<file path="src/rtl/ysyx_22041207_muldiv_pkg.sv">
// Shared definitions for the M-extension sequencing controller.
// Covers op encodings, FSM states and datapath-width constants.
package ysyx_22041207_muldiv_pkg;

  localparam int XLEN = 64;

  localparam logic [2:0] OP_MUL    = 3'd0;
  localparam logic [2:0] OP_MULH   = 3'd1;
  localparam logic [2:0] OP_MULHSU = 3'd2;
  localparam logic [2:0] OP_MULHU  = 3'd3;
  localparam logic [2:0] OP_DIV    = 3'd4;
  localparam logic [2:0] OP_DIVU   = 3'd5;
  localparam logic [2:0] OP_REM    = 3'd6;
  localparam logic [2:0] OP_REMU   = 3'd7;

  typedef enum logic [1:0] {
    ST_IDLE,
    ST_ISSUE,
    ST_WAIT,
    ST_DONE
  } state_t;

  localparam logic [XLEN-1:0] MOST_NEG   = {1'b1, {(XLEN-1){1'b0}}};
  localparam logic [XLEN-1:0] ALL_ONES   = {XLEN{1'b1}};
  // Most-negative 32-bit value as it appears after word sign-extension.
  localparam logic [XLEN-1:0] MOST_NEG_W = {{(XLEN-31){1'b1}}, {31{1'b0}}};

  function automatic logic [XLEN-1:0] sext32(input logic [31:0] v);
    return {{(XLEN-32){v[31]}}, v};
  endfunction

endpackage

</file>
<file path="src/rtl/ysyx_22041207_muldiv_fixup.sv">
// Combinational operand preparation, divide special-case handling and
// result selection for the multiply/divide controller.
module ysyx_22041207_muldiv_fixup
  import ysyx_22041207_muldiv_pkg::*;
(
  input  logic [2:0]      req_op,
  input  logic            req_word,
  input  logic [XLEN-1:0] req_a,
  input  logic [XLEN-1:0] req_b,
  output logic [XLEN-1:0] prep_a,
  output logic [XLEN-1:0] prep_b,
  output logic [1:0]      mul_sign,
  output logic            div_sign,
  output logic            is_div,
  output logic            special,
  output logic [XLEN-1:0] special_data,
  input  logic [2:0]      res_op,
  input  logic            res_word,
  input  logic [XLEN-1:0] mul_lo,
  input  logic [XLEN-1:0] mul_hi,
  input  logic [XLEN-1:0] div_quot,
  input  logic [XLEN-1:0] div_rem,
  output logic [XLEN-1:0] result
);

  logic            zext;
  logic            div_zero;
  logic            overflow;
  logic [XLEN-1:0] sp_quot;
  logic [XLEN-1:0] sp_rem;
  logic [XLEN-1:0] sp_sel;
  logic [XLEN-1:0] res_sel;

  // NOTE: every output of a combinational block gets a default first so
  // no path through the case/if leaves a value held, which would infer a latch.
  always_comb begin
    is_div   = req_op[2];
    div_sign = req_op[2] & ~req_op[0];
    zext     = req_op[2] & req_op[0];
    prep_a   = req_a;
    prep_b   = req_b;
    if (req_word) begin
      prep_a = zext ? {{(XLEN-32){1'b0}}, req_a[31:0]} : sext32(req_a[31:0]);
      prep_b = zext ? {{(XLEN-32){1'b0}}, req_b[31:0]} : sext32(req_b[31:0]);
    end

    mul_sign = 2'b00;
    case (req_op)
      OP_MULH:   mul_sign = 2'b11;
      OP_MULHSU: mul_sign = 2'b10;
      default:   mul_sign = 2'b00;
    endcase

    div_zero = is_div & (prep_b == '0);
    overflow = div_sign & (prep_a == (req_word ? MOST_NEG_W : MOST_NEG))
             & (prep_b == ALL_ONES);
    special  = div_zero | overflow;

    // Divide-by-zero wins over overflow; b cannot be both 0 and -1.
    sp_quot      = div_zero ? ALL_ONES : prep_a;
    sp_rem       = div_zero ? prep_a : '0;
    sp_sel       = req_op[1] ? sp_rem : sp_quot;
    special_data = req_word ? sext32(sp_sel[31:0]) : sp_sel;
  end

  always_comb begin
    res_sel = mul_lo;
    if (res_op[2]) begin
      res_sel = res_op[1] ? div_rem : div_quot;
    end else if (res_op != OP_MUL && !res_word) begin
      res_sel = mul_hi;
    end
    result = res_word ? sext32(res_sel[31:0]) : res_sel;
  end

endmodule

</file>
<file path="src/rtl/ysyx_22041207_muldiv_ctrl.sv">
// Sequencer for the shared multiplier/divider: accepts one M-op, issues it to
// the selected unit, stalls the pipeline meanwhile and pulses the result.
module ysyx_22041207_muldiv_ctrl
  import ysyx_22041207_muldiv_pkg::*;
(
  input  logic            clk,
  input  logic            rst,
  input  logic            req_valid,
  input  logic [2:0]      req_op,
  input  logic            req_word,
  input  logic [XLEN-1:0] req_a,
  input  logic [XLEN-1:0] req_b,
  input  logic            flush,
  output logic            stall,
  output logic            resp_valid,
  output logic [XLEN-1:0] resp_data,
  output logic            mul_valid,
  input  logic            mul_ready,
  output logic [XLEN-1:0] mul_a,
  output logic [XLEN-1:0] mul_b,
  output logic [1:0]      mul_sign,
  input  logic            mul_out_valid,
  input  logic [XLEN-1:0] mul_lo,
  input  logic [XLEN-1:0] mul_hi,
  output logic            mul_flush,
  output logic            div_valid,
  input  logic            div_ready,
  output logic [XLEN-1:0] div_a,
  output logic [XLEN-1:0] div_b,
  output logic            div_sign,
  input  logic            div_out_valid,
  input  logic [XLEN-1:0] div_quot,
  input  logic [XLEN-1:0] div_rem,
  output logic            div_flush
);

  state_t          state_q, state_d;
  logic [2:0]      op_q;
  logic            word_q;
  logic            is_div_q;

  logic [XLEN-1:0] fx_a, fx_b, fx_special_data, fx_result;
  logic [1:0]      fx_mul_sign;
  logic            fx_div_sign, fx_is_div, fx_special;

  logic            accept, unit_ready, unit_done, capture, busy;

  ysyx_22041207_muldiv_fixup u_fixup (
    .req_op       (req_op),
    .req_word     (req_word),
    .req_a        (req_a),
    .req_b        (req_b),
    .prep_a       (fx_a),
    .prep_b       (fx_b),
    .mul_sign     (fx_mul_sign),
    .div_sign     (fx_div_sign),
    .is_div       (fx_is_div),
    .special      (fx_special),
    .special_data (fx_special_data),
    .res_op       (op_q),
    .res_word     (word_q),
    .mul_lo       (mul_lo),
    .mul_hi       (mul_hi),
    .div_quot     (div_quot),
    .div_rem      (div_rem),
    .result       (fx_result)
  );

  always_comb begin
    accept     = (state_q == ST_IDLE) & req_valid & ~flush;
    unit_ready = is_div_q ? div_ready : mul_ready;
    unit_done  = is_div_q ? div_out_valid : mul_out_valid;
    capture    = (state_q == ST_WAIT) & unit_done & ~flush;
    busy       = (state_q == ST_ISSUE) | (state_q == ST_WAIT);

    state_d = state_q;
    case (state_q)
      ST_IDLE:  if (accept) state_d = fx_special ? ST_DONE : ST_ISSUE;
      ST_ISSUE: if (unit_ready) state_d = ST_WAIT;
      ST_WAIT:  if (unit_done) state_d = ST_DONE;
      ST_DONE:  state_d = ST_IDLE;
      default:  state_d = ST_IDLE;
    endcase
    if (flush) state_d = ST_IDLE;

    // rst gates the decode so a held req_valid cannot raise stall during reset.
    stall      = ~rst & (accept | busy);
    resp_valid = ~rst & (state_q == ST_DONE) & ~flush;
    mul_valid  = (state_q == ST_ISSUE) & ~is_div_q;
    div_valid  = (state_q == ST_ISSUE) & is_div_q;
  end

  // NOTE: sequential state uses non-blocking assignments so every register
  // samples pre-edge values regardless of statement order.
  always_ff @(posedge clk or posedge rst) begin
    if (rst) state_q <= ST_IDLE;
    else     state_q <= state_d;
  end

  always_ff @(posedge clk or posedge rst) begin
    if (rst) begin
      op_q      <= OP_MUL;
      word_q    <= 1'b0;
      is_div_q  <= 1'b0;
      resp_data <= '0;
      mul_a     <= '0;
      mul_b     <= '0;
      mul_sign  <= 2'b00;
      div_a     <= '0;
      div_b     <= '0;
      div_sign  <= 1'b0;
      mul_flush <= 1'b0;
      div_flush <= 1'b0;
    end else begin
      mul_flush <= flush & busy & ~is_div_q;
      div_flush <= flush & busy & is_div_q;
      if (accept) begin
        op_q     <= req_op;
        word_q   <= req_word;
        is_div_q <= fx_is_div;
        if (fx_special) begin
          resp_data <= fx_special_data;
        end else if (fx_is_div) begin
          div_a    <= fx_a;
          div_b    <= fx_b;
          div_sign <= fx_div_sign;
        end else begin
          mul_a    <= fx_a;
          mul_b    <= fx_b;
          mul_sign <= fx_mul_sign;
        end
      end
      if (capture) resp_data <= fx_result;
    end
  end

endmodule

</file>
<file path="config.mk">
export PLATFORM = sky130hd
export DESIGN_NAME = ysyx_22041207_muldiv_ctrl
export DESIGN_NICKNAME = d
export VERILOG_FILES = /design/src/rtl/ysyx_22041207_muldiv_pkg.sv /design/src/rtl/ysyx_22041207_muldiv_fixup.sv /design/src/rtl/ysyx_22041207_muldiv_ctrl.sv
export SDC_FILE = /design/constraint.sdc
export NUM_CORES = 1
export LEC_CHECK = 0
export BUFFER_PORTS_ARGS = -buffer_cell sky130_fd_sc_hd__buf_2
export CAP_MARGIN = 20
export CORE_AREA = 2 2 280 282
export DETAILED_ROUTE_END_ITERATION = 10
export DIE_AREA = 0 0 282 284
export SLEW_MARGIN = 20
export SYNTH_ARGS = -nofsm -noshare
export SYNTH_HDL_FRONTEND = slang
export SYNTH_SLANG_ARGS = --single-unit
</file>
<file path="constraint.sdc">
create_clock -name clk -period 10.07 [get_ports clk]
set_input_delay 0 -clock clk [delete_from_list [all_inputs] [get_ports clk]]
set_output_delay 0 -clock clk [all_outputs]
set_load 0.02 [all_outputs]
</file>
==> flow_summary.yaml <==
outcome:
  outcome: "complete, no violations"
die:
  io_pins: 725
  dieArea_um2: 80100
  die_x_um: 282
  die_h_um: 284
  coreArea_um2: 77000
  rows: 102
  initial_core_util_pct: 22.6
final_layout:
  fill_cells: 7930
  seqCellArea_um2: 8290
  area_growth_pct: 43.6
  drive_gt1_share_pct: 46.0
  nNetsFinal: 2741
  multiInputGateArea_um2: 8180
  finalNonFillerCells: 3412
sta:
  worst_pin_slew_ns: 1.08
  slew-limit-headroom_pct: 27.8
  setup_viol: 0
  timing.fmax_mhz: 232
  rsz0062_at_grt: "false"
  finalMaxSlewViolations: 0
  final-hold-violation-count: 0
  min_period_ns: 4.31
  finalCritPeriodShare_pct: 42.8
  clock_skew_ns: 0.0243
  fin_setup_tns_ns: 0
global_routing:
  grt_pass1_wl_mm: 114
  grt_pass1_vias: 16309
  grt_max_degree: 87
  grt_use_total_pct: 19.3
  antenna_found_initial: 7
  grt.overflow.total: 0
flow_run:
  max_cap_violations: 0
drt:
  via_count: 16195
  first_pass_iters: 5
  post_drt_wl_per_cell_um: 23.6
  remaining_drc_errors: 0
  vias_per_cell: 4.75
  wirelength_mm: 80.6
  drtIter0Drc: 920
  antenna_left: 0
critical_path:
  crit_family: "simple AND/OR/NAND/NOR gates"
  crit_buf_inv: 3
  cp.required_ns: 10.50
  arrival_ns: 4.74
  crit_slowest_cell: "or3b_4"
  cp-start-kind: "input pin"
  critPathCaptureType: "register"
  worstPathMaxFanout: 48
  crit_path_max_incr_delay_ns: 0.97
  worstSetupPathType: "in -> reg"
  path_cells: "dlygate4sd3_1 > buf_2 > or4b_1 > or4_4 > nor4_4 > nand4_1 > or3b_4 > buf_4 > mux2_2"
clocking:
  cts_sinks: 331
  root_buffer: "clkbuf_16"
  cts_setup_buffers: 0
  clk_pin_slew_ns: 0.06
  ctsResizeCount: 0
  hold_buffers: 164
  htreeDepth: 2
  insertion_delay_ns: 0.56
  cts_inserted_buffers: 40
  clock_path_buffers: 3
  cts_tree: "done"
yosys:
  netlist_area_um2: 17400
  synthTopCellsByArea: "dfrtp_1 (48%), mux2_4 (8.6%), mux2_2 (7.8%)"
  yosys.area.top_type: "dfrtp_1"
  synth_xor_area_share_pct: 0.0504
  ys_seq_area_share_pct: 47.7
  synthArstFlopShare_pct: 100
  ys.flop_type: "dfrtp_1"
  synth_top_family_by_area: "multiplexers"
  syn_avg_cell_area_um2: 11.5
  synth_edf_count: 0
  synth_common_cells: "dfrtp_1 (331), a211oi_1 (126), mux2_2 (121)"
  synth_cell_types: 60
  yosys_warnings: 0
  synth.most_common_cell: "dfrtp_1"
  synth_top_area_share_pct: 47.7
  netlist_instances: 1516
  synth-compound-area-share_pct: 15.0
  synth_mux_area_share_pct: 20.7
  synth_adder_area_share_pct: 0.360
  synthSimpleGateAreaFrac_pct: 10.6
  yosys_register_bits: 331
  synth_fp_nets: 1917
place:
  gp_congestion: 0.914
  hpwl_mm: 60.6
  port_buffers: 724
  place_inst: 3174
power:
  vdd_drop_max_v: 0.000190
  p_leak_nw: 12.4
  power_density_nw_per_um2: 302
worst_hold_path:
  min_path_type: "in -> reg"
-- sequential cells by signal, summed over array words and instances, names as in the netlist --
register	count
div_sign	1
op_q	3
state_q	2
div_flush	1
div_a	64
mul_a	64
mul_flush	1
mul_b	64
mul_sign	2
div_b	64
word_q	1
resp_data	64
-- cell usage in the layout (no fill, tap or decap), drive strengths merged, types with 10 or more instances in the layout --
| master | n |
|---|---|
| buf | 753 |
| o22ai | 30 |
| mux2i | 69 |
| nand2b | 32 |
| clkbuf | 57 |
| o221a | 31 |
| nand3 | 35 |
| a211oi | 127 |
| nor4 | 32 |
| nand4 | 27 |
| dlygate4sd3 | 164 |
| a211o | 34 |
| nand2 | 54 |
| inv | 73 |
| a31oi | 34 |
| dfrtp | 331 |
| o2bb2ai | 31 |
| nor3 | 10 |
| mux2 | 224 |
| nor2 | 77 |
| o21ai | 36 |
| nor3b | 33 |
-- layout make-up --
type / instances / area share, %
inverter: 72 / 1.11
antenna: 3 / 0.0301
timing repair buffer: 917 / 22.0
clock buffer: 57 / 4.63
multi-input combinational: 978 / 32.8
clock inverter: 14 / 1.05
tap: 1040 / 5.21
sequential: 331 / 33.2
-- per-layer routing --
layer	track usage, %	part of all wire, %	vias up
met5	0	0.016	-
met4	6.95	3.7	2
met3	3.19	5.6	125
met2	32.8	49	675
met1	24.4	42	8089
li1	-	-	7304
-- logic make-up (layout without fill, tap and decap cells) --
logic type      after synthesis  after routing
buf+inv                     207           1060
flops                       331            331
compound gates              344            344
simple gates                335            335
fa+ha+maj                     5              5
mux                         293            293
other cells                   0              3
xor+xnor                      1              1
-- worst paths after layout --
| path | from | to | slack [ns] | depth (start not counted) |
|---|---|---|---|---|
| max | req_a[9] | div_a[9]$_DFFE_PP0P_ | 5.76 | 9 |
| min | req_b[51] | div_b[51]$_DFFE_PP0P_ | 0.03 | 4 |
| max reg2reg | op_q[2]$_DFFE_PP0P_ | resp_data[6]$_DFFE_PP0P_ | 6.49 | 8 |
| min reg2reg | resp_data[16]$_DFFE_PP0P_ | resp_data[16]$_DFFE_PP0P_ | 0.48 | 1 |
| max in group asynchronous | rst | resp_data[10]$_DFFE_PP0P_ | 7.75 | 5 |
| min in group asynchronous | rst | mul_b[55]$_DFFE_PP0P_ | 0.11 | 3 |
-- power breakdown --
part	internal, mW	total (mW)	switching, mW
clock	0.957	1.57	0.608
sequential	1.98	2.40	0.422
combinational	1.43	3.58	2.15
total	4.37	7.55	3.18
-- tightest hold or removal path: stages --
cell	delay [ns]
buf_2	0.13
inv_1	0.06
o21ai_0	0.19
mux2_4	0.18
-- metrics by stage --
stage / utilization [%] / hold WS [ns] / instance area [µm²] / setup WS (ns) / power (mW)
after global placement: 28.4 / 0.179 / 21900 / 5.83 / 5.91
after CTS: 32.4 / 0.00155 / 24900 / 5.82 / 7.61
after floorplan: - / 0.0798 / 17400 / 0.902 / 4.58
after global routing: 32.4 / 0.0300 / 25000 / 5.60 / 7.93
final: 32.4 / 0.0328 / 25000 / 5.76 / 7.55
after detailed placement: 28.4 / 0.180 / 21900 / 5.61 / 5.94
(Power assumes the default switching activity.)
